### src/rtl/display_scan_ctrl.sv
// Multiplexed 7-segment scan controller: cycles active-low anodes over NUM_DIGITS digits
// with a dwell/guard timebase, frame-synchronous value loading and leading-zero blanking.
module display_scan_ctrl #(
    parameter int unsigned NUM_DIGITS = 4,
    parameter int unsigned DWELL      = 50000,
    parameter int unsigned GUARD      = 500
) (
    input  logic                    clk,
    input  logic                    rst,
    input  logic                    iEn,
    input  logic [4*NUM_DIGITS-1:0] iValue,
    input  logic                    iLoad,
    input  logic [NUM_DIGITS-1:0]   iDp,
    input  logic                    iLzb,
    output logic [3:0]              oBCD,
    output logic [NUM_DIGITS-1:0]   oAn,
    output logic                    oDp,
    output logic                    oBlank,
    output logic                    oFrame
);

    localparam int unsigned NW   = 4 * NUM_DIGITS;
    localparam int unsigned IW   = $clog2(NUM_DIGITS);
    localparam int unsigned CMAX = (DWELL > GUARD) ? DWELL : GUARD;
    localparam int unsigned CW   = $clog2(CMAX + 1);

    localparam logic [CW-1:0] DWELL_LAST = CW'(DWELL - 1);
    localparam logic [CW-1:0] GUARD_LAST = CW'((GUARD > 0) ? GUARD - 1 : 0);
    localparam logic [IW-1:0] IDX_LAST   = IW'(NUM_DIGITS - 1);

    typedef enum logic [1:0] {
        S_IDLE,
        S_GUARD,
        S_SHOW
    } state_e;

    // With no guard interval, digits follow each other directly in SHOW.
    localparam state_e POST_SHOW = (GUARD == 0) ? S_SHOW : S_GUARD;

    state_e                  state_q, state_d;
    logic [IW-1:0]           idx_q, idx_d;
    logic [CW-1:0]           cnt_q, cnt_d;
    logic [NW-1:0]           disp_q, disp_d;
    logic [NUM_DIGITS-1:0]   dpr_q, dpr_d;
    logic [NW-1:0]           shadow_q, shadow_d;
    logic [NUM_DIGITS-1:0]   shdp_q, shdp_d;
    logic                    pend_q, pend_d;
    logic [3:0]              bcd_q, bcd_d;
    logic [NUM_DIGITS-1:0]   an_q, an_d;
    logic                    dp_q, dp_d;
    logic                    blank_q, blank_d;
    logic                    frame_q, frame_d;
    logic                    xfer;

    // Digit k>0 is a leading zero when it and every more significant nibble are 0 and its DP is off.
    function automatic logic lz_blank(input logic [NW-1:0] v, input logic [NUM_DIGITS-1:0] dp,
                                      input logic [IW-1:0] k);
        logic upper_zero;
        upper_zero = 1'b1;
        for (int i = 1; i < NUM_DIGITS; i++) begin
            if (IW'(i) >= k && v[4*i +: 4] != 4'd0) begin
                upper_zero = 1'b0;
            end
        end
        return (k != '0) && upper_zero && !dp[k];
    endfunction

    always_comb begin
        state_d  = state_q;
        idx_d    = idx_q;
        cnt_d    = cnt_q;
        disp_d   = disp_q;
        dpr_d    = dpr_q;
        shadow_d = shadow_q;
        shdp_d   = shdp_q;
        pend_d   = pend_q;
        xfer     = 1'b0;
        frame_d  = 1'b0;
        an_d     = '1;
        bcd_d    = 4'd0;
        dp_d     = 1'b0;
        blank_d  = 1'b1;

        if (!iEn) begin
            state_d = S_IDLE;
            idx_d   = '0;
            cnt_d   = '0;
        end else begin
            case (state_q)
                S_IDLE: begin
                    xfer    = 1'b1;
                    idx_d   = '0;
                    cnt_d   = '0;
                    state_d = POST_SHOW;
                end
                S_GUARD: begin
                    if (cnt_q == GUARD_LAST) begin
                        state_d = S_SHOW;
                        cnt_d   = '0;
                    end else begin
                        cnt_d = cnt_q + CW'(1);
                    end
                end
                S_SHOW: begin
                    if (cnt_q == DWELL_LAST) begin
                        state_d = POST_SHOW;
                        cnt_d   = '0;
                        if (idx_q == IDX_LAST) begin
                            idx_d   = '0;
                            frame_d = 1'b1;
                            xfer    = 1'b1;
                        end else begin
                            idx_d = idx_q + IW'(1);
                        end
                    end else begin
                        cnt_d = cnt_q + CW'(1);
                    end
                end
                default: state_d = S_IDLE;
            endcase
        end

        // Transfer uses the old shadow; a coincident load lands in the shadow for the next frame.
        if (xfer && pend_q) begin
            disp_d = shadow_q;
            dpr_d  = shdp_q;
            pend_d = 1'b0;
        end
        if (iLoad) begin
            shadow_d = iValue;
            shdp_d   = iDp;
            pend_d   = 1'b1;
        end

        if (state_d == S_SHOW && !(iLzb && lz_blank(disp_d, dpr_d, idx_d))) begin
            an_d[idx_d] = 1'b0;
            bcd_d       = disp_d[{idx_d, 2'b00} +: 4];
            dp_d        = dpr_d[idx_d];
            blank_d     = 1'b0;
        end
    end

    always_ff @(posedge clk or posedge rst) begin
        if (rst) begin
            state_q  <= S_IDLE;
            idx_q    <= '0;
            cnt_q    <= '0;
            disp_q   <= '0;
            dpr_q    <= '0;
            shadow_q <= '0;
            shdp_q   <= '0;
            pend_q   <= 1'b0;
            bcd_q    <= 4'd0;
            an_q     <= '1;
            dp_q     <= 1'b0;
            blank_q  <= 1'b1;
            frame_q  <= 1'b0;
        end else begin
            state_q  <= state_d;
            idx_q    <= idx_d;
            cnt_q    <= cnt_d;
            disp_q   <= disp_d;
            dpr_q    <= dpr_d;
            shadow_q <= shadow_d;
            shdp_q   <= shdp_d;
            pend_q   <= pend_d;
            bcd_q    <= bcd_d;
            an_q     <= an_d;
            dp_q     <= dp_d;
            blank_q  <= blank_d;
            frame_q  <= frame_d;
        end
    end

    assign oBCD   = bcd_q;
    assign oAn    = an_q;
    assign oDp    = dp_q;
    assign oBlank = blank_q;
    assign oFrame = frame_q;

endmodule

### config.mk
export PLATFORM = sky130hd
export DESIGN_NAME = display_scan_ctrl
export DESIGN_NICKNAME = d
export VERILOG_FILES = /design/src/rtl/display_scan_ctrl.sv
export SDC_FILE = /design/constraint.sdc
export NUM_CORES = 1
export LEC_CHECK = 0
export BUFFER_PORTS_ARGS = -buffer_cell sky130_fd_sc_hd__buf_2
export CAP_MARGIN = 25
export CELL_PAD_IN_SITES_DETAIL_PLACEMENT = 0
export CELL_PAD_IN_SITES_GLOBAL_PLACEMENT = 1
export CORE_ASPECT_RATIO = 0.75
export CORE_UTILIZATION = 32
export DETAILED_ROUTE_END_ITERATION = 10
export HOLD_SLACK_MARGIN = 0.05
export PLACE_DENSITY_LB_ADDON = 0.1
export REMOVE_ABC_BUFFERS = 1
export SETUP_SLACK_MARGIN = 0.1
export SYNTH_ARGS = -nofsm -noshare
export SYNTH_HDL_FRONTEND = slang
export SYNTH_SLANG_ARGS = --single-unit
### constraint.sdc
create_clock -name clk -period 5.2 [get_ports clk]
set_clock_uncertainty 0.1 [all_clocks]
set_input_delay 1.3 -clock clk [delete_from_list [all_inputs] [get_ports clk]]
set_output_delay 1.3 -clock clk [all_outputs]
set_load 0.02 [all_outputs]
==> results of run 1 <==
[critical path, cell delays in order, from the launching register on]
cell	delay, ns
dfrtp_1	0.41
or4_4	0.59
or4_1	0.58
o21ai_4	0.79
mux2_2	0.43
nand2b_1	0.14
o211ai_1	0.16
a21oi_1	0.12
[cells in the mapped netlist, drive strengths merged (2+ instances only)]
| cell type | instances | share of area (%) |
|---|---|---|
| o211ai | 12 | 2.6 |
| nand2b | 11 | 2.0 |
| clkbuf | 6 | 0.66 |
| nor4 | 7 | 1.3 |
| and2 | 2 | 0.37 |
| o21ai | 16 | 2.8 |
| a32oi | 2 | 0.51 |
| o31ai | 2 | 0.44 |
| nor4b | 2 | 0.51 |
| a21oi | 7 | 1.0 |
| xnor2 | 9 | 2.3 |
| o2111ai | 3 | 0.77 |
| nor2 | 20 | 2.2 |
| buf | 6 | 1.2 |
| nand4 | 5 | 0.91 |
| mux2i | 4 | 1.2 |
| or4 | 4 | 0.99 |
| mux2 | 40 | 13 |
| ha | 6 | 2.2 |
| nand3 | 12 | 1.9 |
| nand4b | 2 | 0.51 |
| nand3b | 2 | 0.44 |
| nand2 | 15 | 1.6 |
| and3 | 6 | 1.1 |
| dfrtp | 67 | 49 |
| inv | 11 | 1.2 |
| dfstp | 5 | 3.8 |
[where the power goes]
group	switching, mW	internal (mW)
logic	0.0786	0.0825
registers	0.0327	0.619
clock network	0.229	0.371
[routing by layer]
layer	routed length, um	up-vias
li1	-	1151
met1	4200	1170
met4	85	0
met5	0	-
met3	358	6
met2	3127	54
[final timing paths]
path                             end  cells past startpoint  slack [ns]  startpoint
max in group asynchronous     oAn[2]                      3        2.98         rst
max reg2reg                  oBCD[2]                      7        1.73   cnt_q[10]
min in group asynchronous    oBCD[2]                      2        1.03         rst
min reg2reg                disp_q[3]                      1        0.39   disp_q[3]
min                        disp_q[3]                      1        0.39   disp_q[3]
max                          oBCD[2]                      7        1.73   cnt_q[10]
[flip-flops by register name, summed over array words and instances, names as in the netlist, 2 cells and up]
name      count
shadow_q     16
cnt_q        16
state_q       2
shdp_q        4
oBCD          4
oAn           4
dpr_q         4
idx_q         2
disp_q       16
[per-stage QoR]
stage                     util, %  power [mW]  setup slack (ns)  cells
after floorplan                 -      0.7688             1.983    285
after global placement      35.99      0.8222             1.664    457
after detailed placement    35.99      0.8245             1.628    457
after CTS                   38.72       1.441             1.731    473
after global routing        38.72       1.489             1.605    473
final                       38.72       1.413             1.728    473
[cells by family after synthesis]
logic type	share of synthesized area [%]
xor+xnor	2.556
compound gates	9.931
fa+ha+maj	2.191
simple gates	14.90
mux	14.64
flops	52.76
buf+inv	3.030
[layout make-up]
cell class / instances / share of cell area (%)
clock buffers: 13 / 6.006
clock inverters: 3 / 1.063
inverters: 11 / 1.032
multi-input cells: 202 / 37.88
flip-flops and latches: 72 / 45.20
well taps: 136 / 4.254
repair buffers: 36 / 4.567
==> summary.txt, run 1 <==
Run status
  – Outcome: finished, final reports clean

Clock tree
  – H-tree depth: 3
  – Clk sink count: 72
  – Worst skew pair latency: 0.33 ns
  – CTS resizes: 0
  – Post-CTS Hold Buffers: 0
  – CTS max path bufs: 2
  – Root Driver: clkbuf_16
  – CTS buffer count: 9
  – Clock slew at reported path FFs: about 0.06 ns
  – Post-CTS setup buffers: 0
  – CTS tree: built

Placed design
  – Dpl cell area: between 3000 and 4000 um^2
  – DP HPWL: 5328 um
  – Input/output buffers: 35
  – GPL Wtd Cong: a little under 0.8

Route
  – Drt pass-1 iters: 4
  – DRC viols: 0
  – Iteration-0 DRC Markers: ~170
  – Via count: 2381
  – DRT Wirelength: between 7000 and 8000 um
  – WL/cell: about 16 um
  – Routed Antenna Nets: 0
  – Via density: about 5.0

GRT
  – First-pass GRT wire length: roughly 13000 um
  – Met3 Usage GRT: ~4.4%
  – GR Util All Layers: 15.77%
  – Initial antenna violation count: 0
  – Routing usage on met1: 24.29%
  – Most Crowded Layer GR: met1
  – Pin count of the biggest net entering global routing: 39
  – Met2 usage: between 20% and 30%
  – Total grt overflow: 0
  – Vias in the first global route: approximately 2400

STA
  – Final period util: approximately 67%
  – Final min period: between 3 and 4 ns
  – Setup tns final: 0 ns
  – Hold Fails Final Rpt: 0
  – Worst Tran Pin Value: just over 0.9 ns
  – Final Slew Violations: 0
  – # setup viols final: 0
  – RSZ-0062 raised after global routing: no
  – Fmax: approximately 290 MHz
  – Hold WS: between 0.3 and 0.4 ns
  – Slew margin rel.: 38.25%

Layout
  – Commonest non-fill, non-tap cell in the layout: dfrtp_1
  – Area Overhead vs Synth: 16.72%
  – Seq. cell area: about 1800 um^2
  – Layout net count: approximately 360
  – Number of fill cells: 1023
  – Layout cells sized above 1: approximately 29%
  – Most frequent cells in the layout: dfrtp_1, buf_2, mux2_2
  – Final Cell Area: approximately 4000 um^2
  – Area of the multi-input gates: between 1500 and 2000 um^2
  – Ant diodes: 0

Floorplan
  – Core area: 10330 um^2
  – Starting Density: approximately 33%
  – Horiz. Die Dim: ~120 um
  – Chip height: ~92 um
  – IO Pins: 36
  – # rows: 32
  – Die ar.: about 11000 um^2

Logic synthesis
  – Synthesized cell area: 3427 um^2
  – Sequential fraction of the synthesis area: between 50% and 60%
  – #FFs+latches synth: 72
  – Synth unique cells: 49
  – Dominant synthesized flop cell: dfrtp_1
  – FFs w/ async S/R, synth: 100.0%
  – Syn Inst Count: a little under 300
  – Synth warnings: 0
  – EDFF count, synth: 0
  – Syn avg cell area: 11.54 um^2

Worst setup path
  – CP Data Required Time: approximately 5.3 ns
  – Crit path max fanout: 27
  – Startpoint class of the critical path: register
  – Crit path DAT: 3.57 ns
  – Worst Setup End Kind: register
  – Critical path type: register to register

Power
  – PD cells: between 300 and 400 nW/um^2
  – Maximum vdd drop: approximately 160 uV
  – P_leak: about 1.7 nW

Hold path
  – Min-delay worst type: register to register

Job
  – Maxcap violations: 0
Power figures use the tool's default switching activity.
==> run 2: changes to the inputs <==
==> constraint.sdc (replaced) <==
create_clock -name clk -period 3.2 [get_ports clk]
set_clock_uncertainty 0.1 [all_clocks]
set_input_delay 0.8 -clock clk [delete_from_list [all_inputs] [get_ports clk]]
set_output_delay 0.8 -clock clk [all_outputs]
set_load 0.02 [all_outputs]
==> summary.txt, run 2 (synthesis results as in run 1) <==
Clock tree
  – CTS max path bufs: 2 (unchanged)
  – Post-CTS setup buffers: 0 (unchanged)
  – Post-CTS Hold Buffers: 0 (unchanged)
  – Root Driver: clkbuf_16
  – CTS resizes: 0 (unchanged)
  – Clk sink count: 72 (unchanged)
  – Clock slew at reported path FFs: 0.06 ns (about the same)
  – CTS tree: built
  – CTS buffer count: 9 (unchanged)
  – Worst skew pair latency: 0.33 ns (about the same)
  – H-tree depth: 3 (unchanged)

STA
  – Fmax: 338.7 MHz (+18%)
  – Setup WS post-layout: 0.2476 ns (-1.481 ns)
  – RSZ-0062 raised after global routing: no
  – # setup viols final: 0 (unchanged)
  – Setup tns final: 0 ns (unchanged)
  – Slew margin rel.: 55.27% (+17 points)
  – Worst Tran Pin Value: 0.6648 ns (-0.2580 ns)
  – Hold Fails Final Rpt: 0 (unchanged)
  – Final period util: 92.26% (+26 points)
  – Final Slew Violations: 0 (unchanged)
  – Final min period: 2.952 ns (-0.5191 ns)

GRT
  – First-pass GRT wire length: 13010 um (-1.6%)
  – Initial antenna violation count: 0 (unchanged)
  – Vias in the first global route: 2362 (-0.76%)
  – Pin count of the biggest net entering global routing: 73 (+87%)
  – Total grt overflow: 0 (unchanged)
  – GR Util All Layers: 15.37% (-0.40 points)

Route
  – DRT Wirelength: 7588 um (-2.4%)
  – DRC viols: 0 (unchanged)
  – Routed Antenna Nets: 0 (unchanged)
  – WL/cell: 15.94 um (-3.0%)
  – Via density: 4.977 (-1.1%)
  – Iteration-0 DRC Markers: 156 (-6.6%)
  – Drt pass-1 iters: 4 (unchanged)
  – Via count: 2369 (-0.50%)

Power
  – Maximum vdd drop: 305.2 uV (+96%)
  – P_leak: 1.727 nW (+3.2%)
  – PD cells: 594.0 nW/um^2 (+68%)

Job
  – Maxcap violations: 0 (unchanged)

Floorplan
  – Horiz. Die Dim: 121.5 um (unchanged)
  – Starting Density: 33.18% (unchanged)
  – Core area: 10330 um^2 (unchanged)
  – # rows: 32 (unchanged)
  – Chip height: 91.62 um (unchanged)
  – IO Pins: 36 (unchanged)
  – Die ar.: 11130 um^2 (unchanged)

Layout
  – Biggest regs: cnt_q x16, disp_q x16, shadow_q x16
  – Area Overhead vs Synth: 19.53%
  – Layout cells sized above 1: 30.59% (+1.8 points)
  – Area of the multi-input gates: 1515 um^2 (unchanged)
  – Most frequent cells in the layout: dfrtp_1, buf_2, mux2_2
  – Seq. cell area: 1808 um^2 (unchanged)
  – Commonest non-fill, non-tap cell in the layout: dfrtp_1
  – Layout net count: 366 (+0.83%)
  – Ant diodes: 0 (unchanged)
  – Number of fill cells: 1025 (+0.20%)

Worst setup path
  – Worst Setup End Kind: register
  – Cell breakdown of the critical path: or4_4, or4_1, o21ai_4, buf_12, mux2_2, nand2b_1, o211ai_1, a21oi_1
  – CP Data Required Time: 3.30 ns (-2.00 ns)
  – Critical Path Max Stage Delay: 0.59 ns (-0.20 ns)
  – CP max-delay cell: or4_4
  – Startpoint class of the critical path: register
  – Critical path type: register to register
  – Crit path DAT: 3.05 ns (-0.52 ns)
  – Crit path max fanout: 27 (unchanged)

Hold path
  – Min-delay worst type: register to register

Placed design
  – Post-place setup slack: 0.2617 ns (-1.367 ns)
  – GPL Wtd Cong: 0.7411 (-3.5%)
  – Input/output buffers: 35 (unchanged)
  – DP HPWL: 5215 um (-2.1%)

Run status
  – Outcome: finished, final reports clean
-- run 2: changes by cell type in the layout (fill, tap and decap cells not counted) --
cell and change:
buf_12 +2, buf_4 +1, bufinv_16 +1, clkbuf_1 -4
clkbuf_8 +2, clkinv_2 +1, clkinv_4 +1, clkinvlp_4 -1
-- run 2: routing by layer --
metal / vias to the layer above / share of wire [%] / global-route usage [%]
met2: 44 / 39 / 19.70
met3: 8 / 3.7 / 4.291
met4: 0 / 1.2 / 4.321
met1: 1166 / 56 / 24.34
met5: - / 0 / 0
li1: 1151 / - / -
-- run 2: metrics by stage --
stage               cell area (um^2)  util, %  total power, mW  hold slack, ns  cells
floorplan                       3364        -            1.249          0.3638    285
global placement                3765    36.45            1.349          0.3887    460
detailed placement              3765    36.45            1.350          0.3833    460
CTS                             4096    39.66            2.470          0.3959    476
global route                    4096    39.66            2.553          0.4024    476
finish                          4096    39.66            2.433          0.3931    476
-- run 2: cell type report --
| type | count | area share, % |
|---|---|---|
| clock buffer | 11 | 6.170 |
| clock inverter | 5 | 1.924 |
| inverter | 11 | 1.008 |
| multi-input combinational | 202 | 36.99 |
| sequential | 72 | 44.14 |
| tap | 136 | 4.154 |
| timing repair buffer | 39 | 5.620 |
-- run 2: power breakdown --
part | internal [mW] | switching [mW] | leakage [nW]
registers | 1.01 | 0.0529 | 0.894
logic | 0.141 | 0.134 | 0.668
clock network | 0.723 | 0.377 | 0.165
-- run 2: critical path: cells and delay by family (launching register included) --
kind,cells,cell delay [ns]
AND/OR/NAND/NOR,3,1.29
buffers and inverters,1,0.21
multiplexers,1,0.38
AO/OA/AOI/OAI,3,0.42
flip-flops,1,0.41
-- run 2: path summary, 6_finish.rpt --
path                            startpoint   endpoint  slack (ns)  depth (start not counted)
worst max-delay path             cnt_q[10]    oBCD[2]        0.25                          8
worst min-delay path              dpr_q[0]   dpr_q[0]        0.39                          1
worst max register to register   cnt_q[10]    oBCD[2]        0.25                          8
worst min register to register    dpr_q[0]   dpr_q[0]        0.39                          1
max in group asynchronous              rst     oBlank        2.21                          3
min in group asynchronous              rst  cnt_q[14]        0.43                          3
